==> src/rtl/ysyx_24090012_ifu.sv <==
// rtl/ysyx_24090012_ifu.sv - single-outstanding instruction fetch unit with fault capture and counters
// One read per instruction; the next PC always comes back from writeback before the next fetch.
module ysyx_24090012_ifu #(
   parameter logic [31:0] RESET_PC = 32'h8000_0000,
   parameter int          CNT_W    = 32
) (
   input  logic             clock,
   input  logic             reset,
   output logic [31:0]      araddr,
   output logic             arvalid,
   input  logic             arready,
   input  logic [31:0]      rdata,
   input  logic [1:0]       rresp,
   input  logic             rvalid,
   output logic             rready,
   output logic [31:0]      inst,
   output logic [31:0]      ifu_to_idu_pc,
   output logic             ifu_valid,
   input  logic             ifu_ready,
   input  logic [31:0]      npc,
   input  logic             npc_valid,
   output logic             npc_ready,
   output logic             fault,
   output logic [1:0]       fault_cause,
   output logic [31:0]      fault_pc,
   output logic [CNT_W-1:0] fetch_count,
   output logic [CNT_W-1:0] stall_count
);

   typedef enum logic [2:0] {
      S_REQ     = 3'd0,
      S_WAIT_R  = 3'd1,
      S_VALID   = 3'd2,
      S_WAIT_PC = 3'd3,
      S_FAULT   = 3'd4
   } state_e;

   localparam logic [1:0] CAUSE_BUS   = 2'b01;
   localparam logic [1:0] CAUSE_ALIGN = 2'b10;

   state_e           state_q, state_d;
   logic [31:0]      pc_q, pc_d;
   logic [31:0]      inst_q, inst_d;
   logic [1:0]       fault_cause_q, fault_cause_d;
   logic [31:0]      fault_pc_q, fault_pc_d;
   logic [CNT_W-1:0] fetch_cnt_q, fetch_cnt_d;
   logic [CNT_W-1:0] stall_cnt_q, stall_cnt_d;

   always_ff @(posedge clock) begin
      if (!reset) begin
         state_q       <= S_REQ;
         pc_q          <= RESET_PC;
         inst_q        <= 32'd0;
         fault_cause_q <= 2'b00;
         fault_pc_q    <= 32'd0;
         fetch_cnt_q   <= '0;
         stall_cnt_q   <= '0;
      end else begin
         state_q       <= state_d;
         pc_q          <= pc_d;
         inst_q        <= inst_d;
         fault_cause_q <= fault_cause_d;
         fault_pc_q    <= fault_pc_d;
         fetch_cnt_q   <= fetch_cnt_d;
         stall_cnt_q   <= stall_cnt_d;
      end
   end

   always_comb begin
      state_d       = state_q;
      pc_d          = pc_q;
      inst_d        = inst_q;
      fault_cause_d = fault_cause_q;
      fault_pc_d    = fault_pc_q;
      fetch_cnt_d   = fetch_cnt_q;
      stall_cnt_d   = stall_cnt_q;

      if (state_q == S_REQ || state_q == S_WAIT_R) begin
         stall_cnt_d = stall_cnt_q + CNT_W'(1);
      end

      case (state_q)
         // A data beat coinciding with address acceptance is ignored here.
         S_REQ: begin
            if (arready) begin
               state_d = S_WAIT_R;
            end
         end
         S_WAIT_R: begin
            if (rvalid) begin
               if (rresp == 2'b00) begin
                  inst_d  = rdata;
                  state_d = S_VALID;
               end else begin
                  fault_cause_d = CAUSE_BUS;
                  fault_pc_d    = pc_q;
                  state_d       = S_FAULT;
               end
            end
         end
         S_VALID: begin
            if (ifu_ready) begin
               fetch_cnt_d = fetch_cnt_q + CNT_W'(1);
               state_d     = S_WAIT_PC;
            end
         end
         S_WAIT_PC: begin
            if (npc_valid) begin
               if (npc[1:0] == 2'b00) begin
                  pc_d    = npc;
                  state_d = S_REQ;
               end else begin
                  fault_cause_d = CAUSE_ALIGN;
                  fault_pc_d    = npc;
                  state_d       = S_FAULT;
               end
            end
         end
         S_FAULT: begin
            state_d = S_FAULT;
         end
         default: begin
            state_d = S_FAULT;
         end
      endcase
   end

   // Instruction and its PC are only presented while the IDU handshake is open.
   assign araddr        = pc_q;
   assign arvalid       = (state_q == S_REQ);
   assign rready        = (state_q == S_WAIT_R);
   assign ifu_valid     = (state_q == S_VALID);
   assign inst          = (state_q == S_VALID) ? inst_q : 32'd0;
   assign ifu_to_idu_pc = (state_q == S_VALID) ? pc_q : 32'd0;
   assign npc_ready     = (state_q == S_WAIT_PC);
   assign fault         = (state_q == S_FAULT);
   assign fault_cause   = fault_cause_q;
   assign fault_pc      = fault_pc_q;
   assign fetch_count   = fetch_cnt_q;
   assign stall_count   = stall_cnt_q;

endmodule

==> config.mk <==
export PLATFORM = sky130hd
export DESIGN_NAME = ysyx_24090012_ifu
export DESIGN_NICKNAME = d
export VERILOG_FILES = /design/src/rtl/ysyx_24090012_ifu.sv
export SDC_FILE = /design/constraint.sdc
export NUM_CORES = 1
export LEC_CHECK = 0
export CAP_MARGIN = 5
export CORE_MARGIN = 2
export CORE_UTILIZATION = 40
export DETAILED_ROUTE_END_ITERATION = 8
export GPL_ROUTABILITY_DRIVEN = 0
export HOLD_SLACK_MARGIN = 0.05
export PLACE_DENSITY_LB_ADDON = 0.05
export SYNTH_ARGS = -nofsm -noshare
export SYNTH_HDL_FRONTEND = slang
export SYNTH_SLANG_ARGS = --single-unit
==> constraint.sdc <==
create_clock -name clock -period 2 [get_ports clock]
set_input_delay 0.3 -clock clock [delete_from_list [all_inputs] [get_ports clock]]
set_output_delay 0.3 -clock clock [all_outputs]
set_load 0.1 [all_outputs]
### Word level (Yosys, flattened, before mapping)

Cells that the tools add are included.

| cells by class | value |
|---|---|
| add/subtract/negate cells | 2 |
| eq/ne operators | 10 |
| multiplexer cells | 19 |
| reductions and logical operators | 10 |

Operators by type and width:

| kind | number |
|---|---|
| 32-bit two-way mux | 6 |
| 32-bit by 1-bit adder with 32-bit output, second input constant | 2 |
| 32-bit one-hot mux with 2 select lines | 1 |
| 3-bit two-way mux | 6 |
| 3-bit one-hot mux with 4 select lines | 1 |
| 2-bit two-way mux | 4 |
| 2-bit != test, second input constant | 4 |
| 3-bit by 2-bit == test with 1-bit output, second input constant | 2 |
| 3-bit AND reduction | 2 |
| 5-bit AND reduction | 1 |
| 2-bit logical NOT | 2 |
| 2-bit by 1-bit != test with 1-bit output, second input constant | 2 |
| 2-bit one-hot mux with 2 select lines | 1 |
| 4-bit AND reduction | 1 |
| 3-bit by 1-bit == test with 1-bit output, second input constant | 1 |
| 3-bit == test, second input constant | 1 |
| 3-bit logical NOT | 1 |
| 2-bit AND reduction | 1 |
| 2-bit nonzero test | 1 |
| 1-bit logical OR | 1 |

| word-level totals | value |
|---|---|
| register bits | 165 |
| bits of input ports | 72 |
| output and inout bits | 199 |

### Depth between registers and ports, before layout

| depth | value |
|---|---|
| word-level depth | 4 |
| depth in mapped cells | 7 |
| gate-level depth less buffers | 5 |

### Worst setup path after synthesis

Ideal clock, no wire load.

| path | value |
|---|---|
| path kind | flip-flop to output port |
| start | register state_q[2] |
| end | output fault |
| arrival time | 2.820 ns |
| required time | 1.700 ns |
| path slack | -1.120 ns |
| stages on the path, launching flop included | 3 |
| path through | dfxtp_1 clkbuf_1 nor3b_1 |

| between the ends | value |
|---|---|
| word-level cells in the longest chain between the ends | 1 |

RTL lines:

| element | RTL line | text |
|---|---|---|
| start: declaration | 41 | `state_e state_q, state_d;` |
| start signal: assignment | 59 | `state_q <= state_d;` |
| 3-bit == test | 136 | `assign fault = (state_q == S_FAULT);` |
| end: declaration | 23 | `output logic fault,` |

Every way passes these cells.

### Final worst setup path

| path | value |
|---|---|
| start | register state_q[1] |
| end | output ifu_to_idu_pc[27] |

| between the ends | value |
|---|---|
| word-level cells in the longest chain between the ends | 2 |

RTL lines:

| element | RTL line | text |
|---|---|---|
| 3-bit by 2-bit == test with 1-bit output | 134 | `assign ifu_to_idu_pc = (state_q == S_VALID) ? pc_q : 32'd0;` |
| 32-bit two-way mux | 134 |  |
| end: declaration | 17 | `output logic [31:0] ifu_to_idu_pc,` |

Every way passes these cells.

==> flow_metrics.env <==
export IMPL_status="finished with violations"
export IMPL_violations="setup timing"
export IMPL_crit_path_cell_trace="buf_6 -> nor3b_4 -> buf_12 -> buf_12 -> clkbuf_16 -> and2_4 -> buf_12"
export IMPL_worst_endpoint_arrival_ns=1.83
export IMPL_floorplan_initialDensity=0.408
export IMPL_ant_nets=0
export IMPL_drc_errors=0
export IMPL_ff2ff_setup_slack_ns=-0.09
export IMPL_worst_ir_drop_vdd_mv=0.632
export IMPL_syn2layout_area_growth_pct=71.4
export IMPL_power_density_mw_per_mm2=682
export IMPL_ys_warn_count=0
export IMPL_critPathMaxFanout=8
export IMPL_finalCritPeriodShare=1.06
export IMPL_grt_use_total=0.246
export IMPL_synthFlopType="dfxtp_1"
export IMPL_route_vias_total=7664
export IMPL_holdPathEnd="inst_q[11]"
export IMPL_report_final_setup_viol=76
export IMPL_gr_total_overflow=0
export IMPL_post_synth_num_cell_types=39
export IMPL_reg2regPathDepth=5
export IMPL_swShare=0.298
export IMPL_cts_made_buffers=17
export IMPL_fin_worst_hold_slack_ns=0.417
export IMPL_sum_of_net_half_perimeters_after_detailed_placement_mm=16.1
export IMPL_p_int_mw=6.04
export IMPL_placement_cell_area_mm2=0.0112
export IMPL_totalWireLength_mm=25.8
export IMPL_initial_antenna_violation_count=1
export IMPL_crit_required_ns=1.70
export IMPL_drtIter0Drc=424
export IMPL_drt_pass1_iterations=5
export IMPL_synth_mux_area_frac=0.0558
export IMPL_crit_path_end_kind="output port"
export IMPL_leakage_nw=4.69
export IMPL_post_synth_and_or_nand_nor_area_fraction=0.261
export IMPL_async_reset_ff_frac=0
export IMPL_total_power_mw=8.59
export IMPL_rr_startpoint="state_q[1]"
export IMPL_finalHoldViolations=0
export IMPL_synth_compound_area_share=0.173
export IMPL_ys_seq_area_frac=0.449
export IMPL_hold_buffers=0
export IMPL_rsz0062_at_grt="yes"
export IMPL_critPathMostFrequentCell="buf_12"
export IMPL_endpoint_of_the_most_critical_register_to_register_path="stall_count[31]"
export IMPL_mostFrequentLayoutCells="buf_4, nand2_1, a21oi_1, dfxtp_1, buf_12"
export IMPL_postLayoutSetupSlackWorst_ns=-0.127
export IMPL_crit_path_top_delay_cell="dfxtp_2"
export IMPL_fmax_mhz=470
export IMPL_clock_tree_buffer_depth=2
export IMPL_multiInputGateArea_mm2=0.00410
export IMPL_hold_class="in -> reg"
export IMPL_maxCapViolations=0
export IMPL_hold_depth=3
export IMPL_slowest_delay_ns=0.34
export IMPL_grt_first_pass_wirelength_mm=38.5
export IMPL_ys_seq_elements=165
export IMPL_cts_root_buffer="clkbuf_16"
export IMPL_path_clk_slew_ns=0.07
export IMPL_synth_top_cell_area_share=0.449
export IMPL_sequential_cell_area_mm2=0.00344
export IMPL_synth_top_family_by_area="simple AND/OR/NAND/NOR gates"
export IMPL_power_share_sequential=0.398
export IMPL_synth_largest_area_cell="dfxtp_1"
export IMPL_clock_power_share=0.398
export IMPL_synth_edff_count=0
export IMPL_viasPerCell=5.36
export IMPL_mostFrequentLayoutCell="buf_4"
export IMPL_yosys_area_share_adder=0.00340
export IMPL_number_of_clock_sinks=165
export IMPL_portBuffers=270
export IMPL_ios=271
export IMPL_drive_gt1_frac=0.384
export IMPL_critPathTopFamily="buffers and inverters"
export IMPL_portion_of_total_power_attributed_to_combinational_logic=0.203
export IMPL_finalNetCount=1262
export IMPL_average_detailed_routed_wire_length_per_instance_um=18.1
export IMPL_fp_dieArea_mm2=0.0195
export IMPL_layout_filler_cell_count=1460
export IMPL_critical_path_startpoint_type="flip-flop"
export IMPL_synthTopCellsByArea="dfxtp_1, a21oi_1, nand2_1"
export IMPL_stdcell_area_mm2=0.0126
export IMPL_rows=49
export IMPL_timing_slew_headroom=0.740
export IMPL_h_tree_depth=4
export IMPL_dieHeight_um=140
export IMPL_criticalPathCategory="reg -> out"
export IMPL_crit_buf_inv=5
export IMPL_fin_crit_ns=2.13
export IMPL_fp_coreArea_mm2=0.0180
export IMPL_fin_skew_ns=0.00918
export IMPL_synth_cells=883
export IMPL_slew_violations=0
export IMPL_first_global_vias=6863
export IMPL_worst_slew_pin_slew_ns=0.390
export IMPL_clock_tree_from_tritoncts="yes"
export IMPL_maximum_number_of_pins_on_one_net_before_global_route_repair=42
export IMPL_post_synth_cell_area_avg_um2=8.33
export IMPL_fp_dieW_um=140
export IMPL_synth_nets=957
export IMPL_clock_latency_ns=0.43
export IMPL_hold_start="rdata[11]"
export IMPL_netlist_area_mm2=0.00736
export IMPL_net_switching_power_mw=2.56
export IMPL_synth_xor_xnor_area_share=0.0167
## flip-flops by register name, indices dropped and copies added (netlist names)
signal	count
inst_q	32
fault_pc	32
araddr	32
fetch_count	32
state_q	3
fault_cause	2
stall_count	32
## tightest hold or removal path, cell delays in order
cell and delay, ns:
clkdlybuf4s50_1 0.39, nand2_1 0.05, a21oi_1 0.05
## per-layer routing
metal,GRT usage,part of all wire,up-vias
li1,-,-,3763
met1,0.324,0.43,3617
met2,0.405,0.49,241
met3,0.0475,0.054,43
met4,0.0863,0.027,0
met5,0,0,-
## area by class of cell
type                            instances  share of cell area
Sequential cell                       165               0.272
Tap cell                              229              0.0227
Inverter                               11             0.00347
Timing Repair Buffer                  349               0.327
Multi-Input combinational cell        644               0.325
Clock buffer                           22              0.0377
Antenna cell                            1            0.000198
Clock inverter                         10              0.0114
## repair_timing
item | 4_1_cts | 5_1_grt
setup endpoints to repair | 72 | 136
buffers inserted | 11 | 8
pin swaps | 22 | 31
resized for setup | 29 | 37
cloned | 7 | 9
## kinds of logic after synthesis
group,after synthesis
buffers and inverters,76
XOR/XNOR,14
adder cells (fa/ha/maj),2
AND/OR/NAND/NOR,364
multiplexers,41
AO/OA/AOI/OAI,221
flip-flops,165
## synth_stat cells, types with 2 or more instances
master,n
and4_1,11
a21oi_1,140
buf_2,8
nor3b_1,3
nand2_1,153
nor3_1,4
dfxtp_1,165
and3_1,5
and2_1,71
o31ai_1,25
nor2_1,16
a211oi_1,32
and4bb_2,2
nand2b_1,5
inv_1,10
or3_1,19
nand3_1,21
or4_1,27
o21ai_0,16
xnor2_1,8
o21ai_1,3
mux2i_1,41
clkbuf_1,56
nor4_1,4
xor2_1,6
nand4_1,18
ha_1,2
## power by group through the flow
| stage | logic, mW | clock network, mW | registers, mW |
|---|---|---|---|
| 2_1_floorplan | 0.430 | 0 | 4.07 |
| 3_3_place_gp | 1.52 | 0 | 3.49 |
| 3_5_place_dp | 1.53 | 0 | 3.49 |
| 4_1_cts | 1.62 | 3.49 | 3.42 |
| 5_1_grt | 1.82 | 3.64 | 3.43 |
| 6_report | 1.75 | 3.42 | 3.42 |
## worst max-delay path by stage
stage	start	to	slack, ns	depth (start not counted)
after floorplan	stall_count[2]	stall_count[15]	-0.22	5
after global placement	ifu_ready	fetch_count[13]	-0.13	6
after detailed placement	ifu_ready	fetch_count[13]	-0.17	6
after CTS	state_q[1]	ifu_to_idu_pc[29]	-0.14	7
after global routing	state_q[1]	inst[21]	-0.20	7
final	state_q[1]	ifu_to_idu_pc[27]	-0.13	7
## per-stage QoR
| stage | setup TNS [ns] | utilization | instances | setup slack [ns] |
|---|---|---|---|---|
| final | -6.74 | 0.700 | 1431 | -0.127 |
| after global routing | -13.36 | 0.700 | 1431 | -0.200 |
| after CTS | -7.68 | 0.677 | 1413 | -0.142 |
| after detailed placement | -1.53 | 0.622 | 1363 | -0.170 |
| after global placement | -0.596 | 0.622 | 1363 | -0.128 |
| after floorplan | -2.41 | - | 883 | -0.221 |
(Power assumes the default switching activity.)
